## config.mk

```make
export PLATFORM = sky130hd
export DESIGN_NAME = display_controller
export DESIGN_NICKNAME = d
export VERILOG_FILES = /design/src/rtl/display_controller_pkg.sv /design/src/rtl/display_prescaler.sv /design/src/rtl/display_controller.sv
export SDC_FILE = /design/constraint.sdc
export NUM_CORES = 1
export LEC_CHECK = 0
export BUFFER_PORTS_ARGS = -buffer_cell sky130_fd_sc_hd__buf_2
export CELL_PAD_IN_SITES_DETAIL_PLACEMENT = 1
export CELL_PAD_IN_SITES_GLOBAL_PLACEMENT = 2
export CORE_ASPECT_RATIO = 2
export CORE_MARGIN = 2
export CORE_UTILIZATION = 36
export CTS_BUF_LIST = sky130_fd_sc_hd__clkbuf_16
export CTS_CLUSTER_DIAMETER = 120
export DETAILED_ROUTE_END_ITERATION = 8
export PLACE_DENSITY = 0.84
export SYNTH_ARGS = -nofsm -noshare
export SYNTH_HDL_FRONTEND = slang
export SYNTH_SLANG_ARGS = --single-unit
```

## constraint.sdc

```tcl
create_clock -name clock -period 2.9 [get_ports clock]
set_input_delay 0.29 -clock clock [delete_from_list [all_inputs] [get_ports clock]]
set_output_delay 0.29 -clock clock [all_outputs]
set_load 0.05 [all_outputs]
```

## src/rtl/display_controller_pkg.sv

```systemverilog
// display_controller_pkg: shared constants and arbiter state type for the display controller.
//   SEG_BLANK / SEG_ALL_ON : active-low segment patterns (all off / all on)
//   DIGIT_A..DIGIT_D       : frame-buffer indices
//   state_e                : arbiter states IDLE -> GRANT -> COOL
package display_controller_pkg;
  localparam logic [7:0] SEG_BLANK  = 8'hFF;
  localparam logic [7:0] SEG_ALL_ON = 8'h00;
  localparam int DIGIT_A = 0;
  localparam int DIGIT_B = 1;
  localparam int DIGIT_C = 2;
  localparam int DIGIT_D = 3;
  typedef enum logic [1:0] {IDLE, GRANT, COOL} state_e;
endpackage

```

## src/rtl/display_prescaler.sv

```systemverilog
// display_prescaler: enabled modulo-DIV counter emitting a one-cycle tick at terminal count.
//   clock, reset_n : clock and async active-low reset
//   enable         : advance the count this cycle
//   tick           : high while enabled at count DIV-1 (counter wraps to 0)
module display_prescaler #(
  parameter int DIV = 2
) (
  input  logic clock,
  input  logic reset_n,
  input  logic enable,
  output logic tick
);
  localparam int W = DIV > 1 ? $clog2(DIV) : 1;
  logic [W-1:0] cnt_q, cnt_d;
  always_comb begin
    tick  = enable && cnt_q == W'(DIV - 1);
    cnt_d = tick ? '0 : cnt_q + W'(enable);
  end
  always_ff @(posedge clock or negedge reset_n)
    if (!reset_n) cnt_q <= '0;
    else cnt_q <= cnt_d;
endmodule

```

## src/rtl/display_controller.sv

```systemverilog
// display_controller: 4-digit frame buffer with two-requester write arbiter, scan clock and blink.
//   clock, reset_n            : clock and async active-low reset
//   req_a/_addr/_data, gnt_a  : requester A (game logic), priority except when B is starved
//   req_b/_addr/_data, gnt_b  : requester B (status/debug)
//   blink_mask                : per-digit blink enable
//   lamp_test                 : forces all segments on (only with DISPLAY_LAMP_TEST_EN)
//   display_clock             : registered scan clock, period 2*REFRESH_DIV
//   digitA..digitD            : segment patterns to the driver
module display_controller
  import display_controller_pkg::*;
#(
  parameter int REFRESH_DIV = 50000,
  parameter int BLINK_DIV   = 250,
  parameter int STARVE_MAX  = 3
) (
  input  logic       clock,
  input  logic       reset_n,
  input  logic       req_a,
  input  logic [1:0] req_a_addr,
  input  logic [7:0] req_a_data,
  output logic       gnt_a,
  input  logic       req_b,
  input  logic [1:0] req_b_addr,
  input  logic [7:0] req_b_data,
  output logic       gnt_b,
  input  logic [3:0] blink_mask,
`ifdef DISPLAY_LAMP_TEST_EN
  input  logic       lamp_test,
`endif
  output logic       display_clock,
  output logic [7:0] digitA,
  output logic [7:0] digitB,
  output logic [7:0] digitC,
  output logic [7:0] digitD
);
  localparam int SW = $clog2(STARVE_MAX + 1);
  state_e state_q, state_d;
  logic win_b_q, win_b_d, b_wins;
  logic [1:0] addr_q, addr_d;
  logic [7:0] data_q, data_d;
  logic [SW-1:0] starve_q, starve_d;
  logic [7:0] buf_q [4];
  logic [7:0] seg [4];
  logic dclk_q, phase_q, ref_tick, blink_tick;

  display_prescaler #(.DIV(REFRESH_DIV)) u_refresh (
    .clock(clock), .reset_n(reset_n), .enable(1'b1), .tick(ref_tick)
  );
  // Counts scan-clock rising edges: the refresh tick that lifts display_clock from 0.
  display_prescaler #(.DIV(BLINK_DIV)) u_blink (
    .clock(clock), .reset_n(reset_n), .enable(ref_tick && !dclk_q), .tick(blink_tick)
  );

  always_comb begin
    state_d  = state_q;
    win_b_d  = win_b_q;
    addr_d   = addr_q;
    data_d   = data_q;
    starve_d = starve_q;
    b_wins   = req_b && (!req_a || starve_q == SW'(STARVE_MAX));
    if (state_q == IDLE) begin
      if (req_a || req_b) begin
        state_d = GRANT;
        win_b_d = b_wins;
        addr_d  = b_wins ? req_b_addr : req_a_addr;
        data_d  = b_wins ? req_b_data : req_a_data;
      end
      // Reaching here with req_b high and B losing implies an A grant while B waits.
      starve_d = (!req_b || b_wins) ? '0 :
                 starve_q == SW'(STARVE_MAX) ? starve_q : starve_q + 1'b1;
    end else begin
      state_d = state_q == GRANT ? COOL : IDLE;
    end
    gnt_a = state_q == GRANT && !win_b_q;
    gnt_b = state_q == GRANT && win_b_q;
  end

  always_ff @(posedge clock or negedge reset_n) begin
    if (!reset_n) begin
      state_q  <= IDLE;
      win_b_q  <= 1'b0;
      addr_q   <= '0;
      data_q   <= SEG_BLANK;
      starve_q <= '0;
      dclk_q   <= 1'b0;
      phase_q  <= 1'b0;
      for (int i = 0; i < 4; i++) buf_q[i] <= SEG_BLANK;
    end else begin
      state_q  <= state_d;
      win_b_q  <= win_b_d;
      addr_q   <= addr_d;
      data_q   <= data_d;
      starve_q <= starve_d;
      dclk_q   <= dclk_q ^ ref_tick;
      phase_q  <= phase_q ^ blink_tick;
      if (state_q == GRANT) buf_q[addr_q] <= data_q;
    end
  end

  always_comb begin
    for (int i = 0; i < 4; i++) begin
      seg[i] = (phase_q && blink_mask[i]) ? SEG_BLANK : buf_q[i];
`ifdef DISPLAY_LAMP_TEST_EN
      if (lamp_test) seg[i] = SEG_ALL_ON;
`endif
    end
  end

  assign display_clock = dclk_q;
  assign digitA = seg[DIGIT_A];
  assign digitB = seg[DIGIT_B];
  assign digitC = seg[DIGIT_C];
  assign digitD = seg[DIGIT_D];
endmodule

```

* Word-level counts from Yosys, hierarchy flattened
Index checks and enable logic that the tools add are counted.
Word-level totals: register bits after elaboration 73, output and inout port bits 35, word-level logic and storage cells 63
Operators by class: add/subtract/negate cells 3, magnitude comparators 2, eq/ne operators 6, multiplexer cells 16, bitwise operators 3, reductions and logical operators 20
Operators with widths (number):
- 8-bit two-way mux | 7
- 32-bit bitwise mux | 1
- 16-bit by 1-bit adder with 16-bit output (second input constant) | 1
- 8-bit demux with 2-bit select | 1
- 16-bit equality test (second input constant) | 1
- 16-bit two-way mux | 1
- 2-bit two-way mux | 6
- 1-bit logical AND | 10
- 8-bit by 1-bit adder with 8-bit output | 1
- 8-bit equality test (second input constant) | 1
- 1-bit logical NOT | 4
- 2-bit AND reduction | 2
- 3-bit >= comparator (second input constant) | 1
- 1-bit logical OR | 3
- 3-bit by 1-bit less-than comparator with 1-bit output (second input constant) | 1
- 2-bit NOT with 3-bit output | 1
- 2-bit by 1-bit adder with 2-bit output (second input constant) | 1
- 2-bit by 1-bit equality test with 1-bit output (second input constant) | 1
- 2-bit equality test (second input constant) | 1
- 2-bit logical NOT | 1
- 2-bit by 1-bit inequality test with 1-bit output (second input constant) | 1
- 2-bit inequality test (second input constant) | 1
- 1-bit XOR | 2

* Depth between registers and ports, before layout
word-level depth 6, depth in mapped cells 10, gate-level depth less buffers 9

* Modules after synthesis
A second synthesis with hierarchy kept.
Unflattened totals: cells, all modules 307, area, all modules 3537.1 um^2
By module, submodules not included:
- display_controller | times used 1, cells each 193, area each 2304.7 um^2
- display_prescaler (u_refresh) | times used 1, cells each 76, area each 805.8 um^2
- display_prescaler (u_blink) | times used 1, cells each 38, area each 426.7 um^2

* Worst setup path before layout
No wires, ideal clock.
kind register to register, start register u_refresh.cnt_q[0], end register u_blink.cnt_q[6], setup time 0.077 ns, arrival 2.034 ns, setup slack 0.789 ns, stages on the path, launching flop included 10, buffers on the path 1, cell sequence dfrtp_1 -> ha_1 -> and3_1 -> and4_1 -> buf_4 -> ha_1 -> ha_1 -> nand4_1 -> or3_1 -> a21oi_1
On the way: longest elaborated chain between the ends 4, elaborated cells on any way between the ends 5, classes of those cells add/sub (1); eq/ne (1); mux (1); reduce/logical (2)
Ends and longest elaborated chain:
- start: declaration | RTL line display_prescaler.sv:14 | logic [W-1:0] cnt_q, cnt_d;
- start signal: assignment | RTL line display_prescaler.sv:21 | else cnt_q <= cnt_d;
- 16-bit equality test * | RTL line display_prescaler.sv:16 | tick = enable && cnt_q == W'(DIV - 1);
- 1-bit logical AND * | RTL line display_controller.sv:51 | .clock(clock), .reset_n(reset_n), .enable(ref_tick && !dclk_q), .tick(blink_tick)
- 8-bit by 1-bit adder with 8-bit output / 1-bit logical AND (equally long branches) | RTL line display_prescaler.sv:17, display_prescaler.sv:16
- 8-bit two-way mux * | RTL line display_prescaler.sv:17 | cnt_d = tick ? '0 : cnt_q + W'(enable);
- net u_blink.cnt_d[6] | RTL line display_prescaler.sv:14
- end signal: assignment | RTL line display_prescaler.sv:21
- end: declaration | RTL line display_prescaler.sv:14
The timed path passes the listed nets; every way through them passes the cells marked *. A chain may end at the register's enable or synchronous reset.

* Worst setup path in the final report
start register u_refresh.cnt_q[7], end register u_blink.cnt_q[6]
Same word-level chain as after synthesis.

==> reports/results.ini <==
[timing]
hold_violations = 0
holdWs_ns = 0.2650
fin_skew_ns = 0.003478
rsz0062_at_grt = no
relSlewSlack = 0.5178
fin_ws_ns = 0.5548
finalSetupViolations = 0
setup_tns_ns = 0
finalCritPeriodShare = 0.8087
worst_pin_slew_ns = 0.7232
slew_viol_final = 0
period_needed_ns = 2.345
max_freq_ghz = 0.4264

[grt]
grt_usage = 0.1737
grt_max_degree = 74
grt_pass1_vias = 2637
grt_antenna_before_repair = 0
grt_pass1_wl_um = 13250
grt-ovfl-total = 0

[routing]
drt-vias-per-instance = 5.080
vias = 2352
drc = 0
detail_route.wl_per_cell_um = 17.60
final_antenna_net_count = 0
wl_um = 8149
drt_first_pass_iters = 4
drt_iter0_markers = 104

[logic_synthesis]
synthTopCellsByArea = dfstp_2 31%, dfrtp_1 24%, mux2_2 11%
synth_edf_count = 0
synthArstFlopShare = 1.000
synth-warning-count = 0
syn_inst = 283
yosys.area.top_type_share = 0.3095
synth_cell_types = 38
synth_flop_cell = dfstp_2
syn_area_mm2 = 0.003396
synth_area_leader_cell = dfstp_2
synth_fp_nets = 316
synth_area_per_cell_um2 = 12.00
ys_ff_latch = 73
ys_seq_area_frac = 0.5527

[power]
p_switching_w = 0.002027
clkPwrFrac = 0.234
p_per_area_mw_per_mm2 = 1191
p_leak_nw = 1.934
seq_power_share = 0.372
pwr-share-comb = 0.394
ir_drop_mv = 0.3974
p_int_w = 0.002925
p_sw_frac = 0.4094

[layout]
final_cell_mix = 62 x buf_2, 40 x dfstp_2, 33 x nand2b_1, 33 x dfrtp_1, 32 x mux2_2
diodes = 0
layout_commonest_cell = buf_2
syn2layout_area_growth_pct = 22.40
nFillCells = 1035
finalNonFillerCells = 463
seq_area_mm2 = 0.001877
finish.utilization = 0.4489
multi_input_area_mm2 = 0.001458
drive_gt1_frac = 0.4568
nets = 387

[place]
place_congestion = 0.8109
placed_cells = 446
dp_hpwl_um = 5974
dpl_worst_slack_ns = 0.6622
io_buffers = 62

[worst_setup_path]
crit_fanout = 4
worst_setup_path_end_kind = flip-flop
path_buf_inv = 0
crit_path_cell_trace = nor4b_1 > and4_1 > ha_1 > ha_1 > nand4_1 > or3_1 > a21oi_1
timing_worst_setup_path_type = reg -> reg
crit_path_top_delay_cell = nor4b_1
critical-path-top-delay-family = simple AND/OR/NAND/NOR gates
max_stage_delay_ns = 0.46
cp.arrival_ns = 2.60
crit_path_start_kind = flip-flop
cpMostUsedCell = ha_1
worstPathRequired_ns = 3.15

[clock_tree]
clock_sinks = 73
root_buffer = clkbuf_16
htreeDepth = 3
numCtsBuffers = 9
clk_latency_ns = 0.33
clk_pin_slew_ns = 0.06
post_cts_buffers = 0
clock_path_buffers = 2
cts_tree = yes

[floorplan]
initial_core_util = 0.3668
core_area_mm2 = 0.009259
boundaryPins = 63
die_width_um = 72.68
die-area_mm2 = 0.01027
die_h_um = 141.4
placement_rows = 50

[run_status]
outcome = finished clean

[job]
cap_violations = 0

[worst_hold_path]
hold_class = in -> reg

-- power by group through the flow --
stage | combinational [W] | sequential [W] | clock, W
floorplan | 0.00162 | 0.00169 | 0
global placement | 0.00192 | 0.00185 | 0
detailed placement | 0.00196 | 0.00187 | 0
CTS | 0.00197 | 0.00186 | 0.00120
global route | 0.00207 | 0.00190 | 0.00124
finish | 0.00195 | 0.00184 | 0.00116
-- cells in the mapped netlist, drive strengths merged (3+ instances only) --
cell	number
inv	7
nand4	7
nand2b	34
o21ai	7
xnor2	11
xor2	8
mux2	32
buf	5
nand2	13
nor2	30
dfstp	40
dfrtp	33
mux2i	11
a21oi	12
or3	3
nand3	7
ha	5
-- worst min-delay path, stage by stage --
cell and delay, ns:
buf_2 0.09, mux2i_1 0.13, a21oi_1 0.08
-- through the flow --
step                      cell area [um2]  total power [W]
after floorplan                      3396         0.003310
after global placement               3836         0.003766
after detailed placement             3836         0.003827
after CTS                            4156         0.005029
after global routing                 4156         0.005208
final                                4156         0.004952
-- timing repair --
item / 4_1_cts / 5_1_grt
hold buffers: 1 / 0
hold endpoints to repair: 33 / 0
gates resized for setup: 0 / 0
-- path summary, 6_finish.rpt --
check                                             start                           end  slack (ns)  cells after the start
hold / removal                            req_b_data[0]         data_q[0]$_DFFE_PN1P_        0.27                      3
hold reg to reg            u_refresh.cnt_q[0]$_DFF_PN0_  u_refresh.cnt_q[0]$_DFF_PN0_        0.50                      1
max in group asynchronous                       reset_n         buf_q[20]$_DFFE_PN1P_        2.03                      3
setup reg to reg           u_refresh.cnt_q[7]$_DFF_PN0_    u_blink.cnt_q[6]$_DFF_PN0_        0.55                      7
min in group asynchronous                       reset_n    u_blink.cnt_q[2]$_DFF_PN0_        0.51                      3
setup / recovery           u_refresh.cnt_q[7]$_DFF_PN0_    u_blink.cnt_q[6]$_DFF_PN0_        0.55                      7
-- routing by layer --
layer	up-vias	wire length (um)	global-route usage
li1	1104	-	-
met1	1178	2772	0.1698
met2	53	4850	0.3263
met3	17	298	0.04403
met4	0	227	0.08090
met5	-	0	0
-- cell families (layout without fill, tap and decap cells) --
logic type      Yosys count  count (layout)  synth area share
simple gates            109             109            0.1905
flops                    73              73            0.5527
mux                      43              43            0.1385
compound gates           21              21           0.03279
xor+xnor                 19              19           0.04901
buf+inv                  13              89           0.01805
fa+ha+maj                 5               5           0.01842
-- state kept, by name, indices dropped and copies added (netlist names) --
name	count
display_clock	1
u_blink.cnt_q	8
win_b_q	1
starve_q	2
u_refresh.cnt_q	16
phase_q	1
buf_q	32
addr_q	2
state_q	2
data_q	8
-- layout make-up --
class,count,area share
sequential,73,0.4515
multi-input combinational,197,0.3507
timing repair buffer,66,0.08549
clock buffer,9,0.05418
tap,104,0.03131
clock inverter,7,0.02047
inverter,7,0.006321
Note: power is estimated with default switching activity, not from simulation.
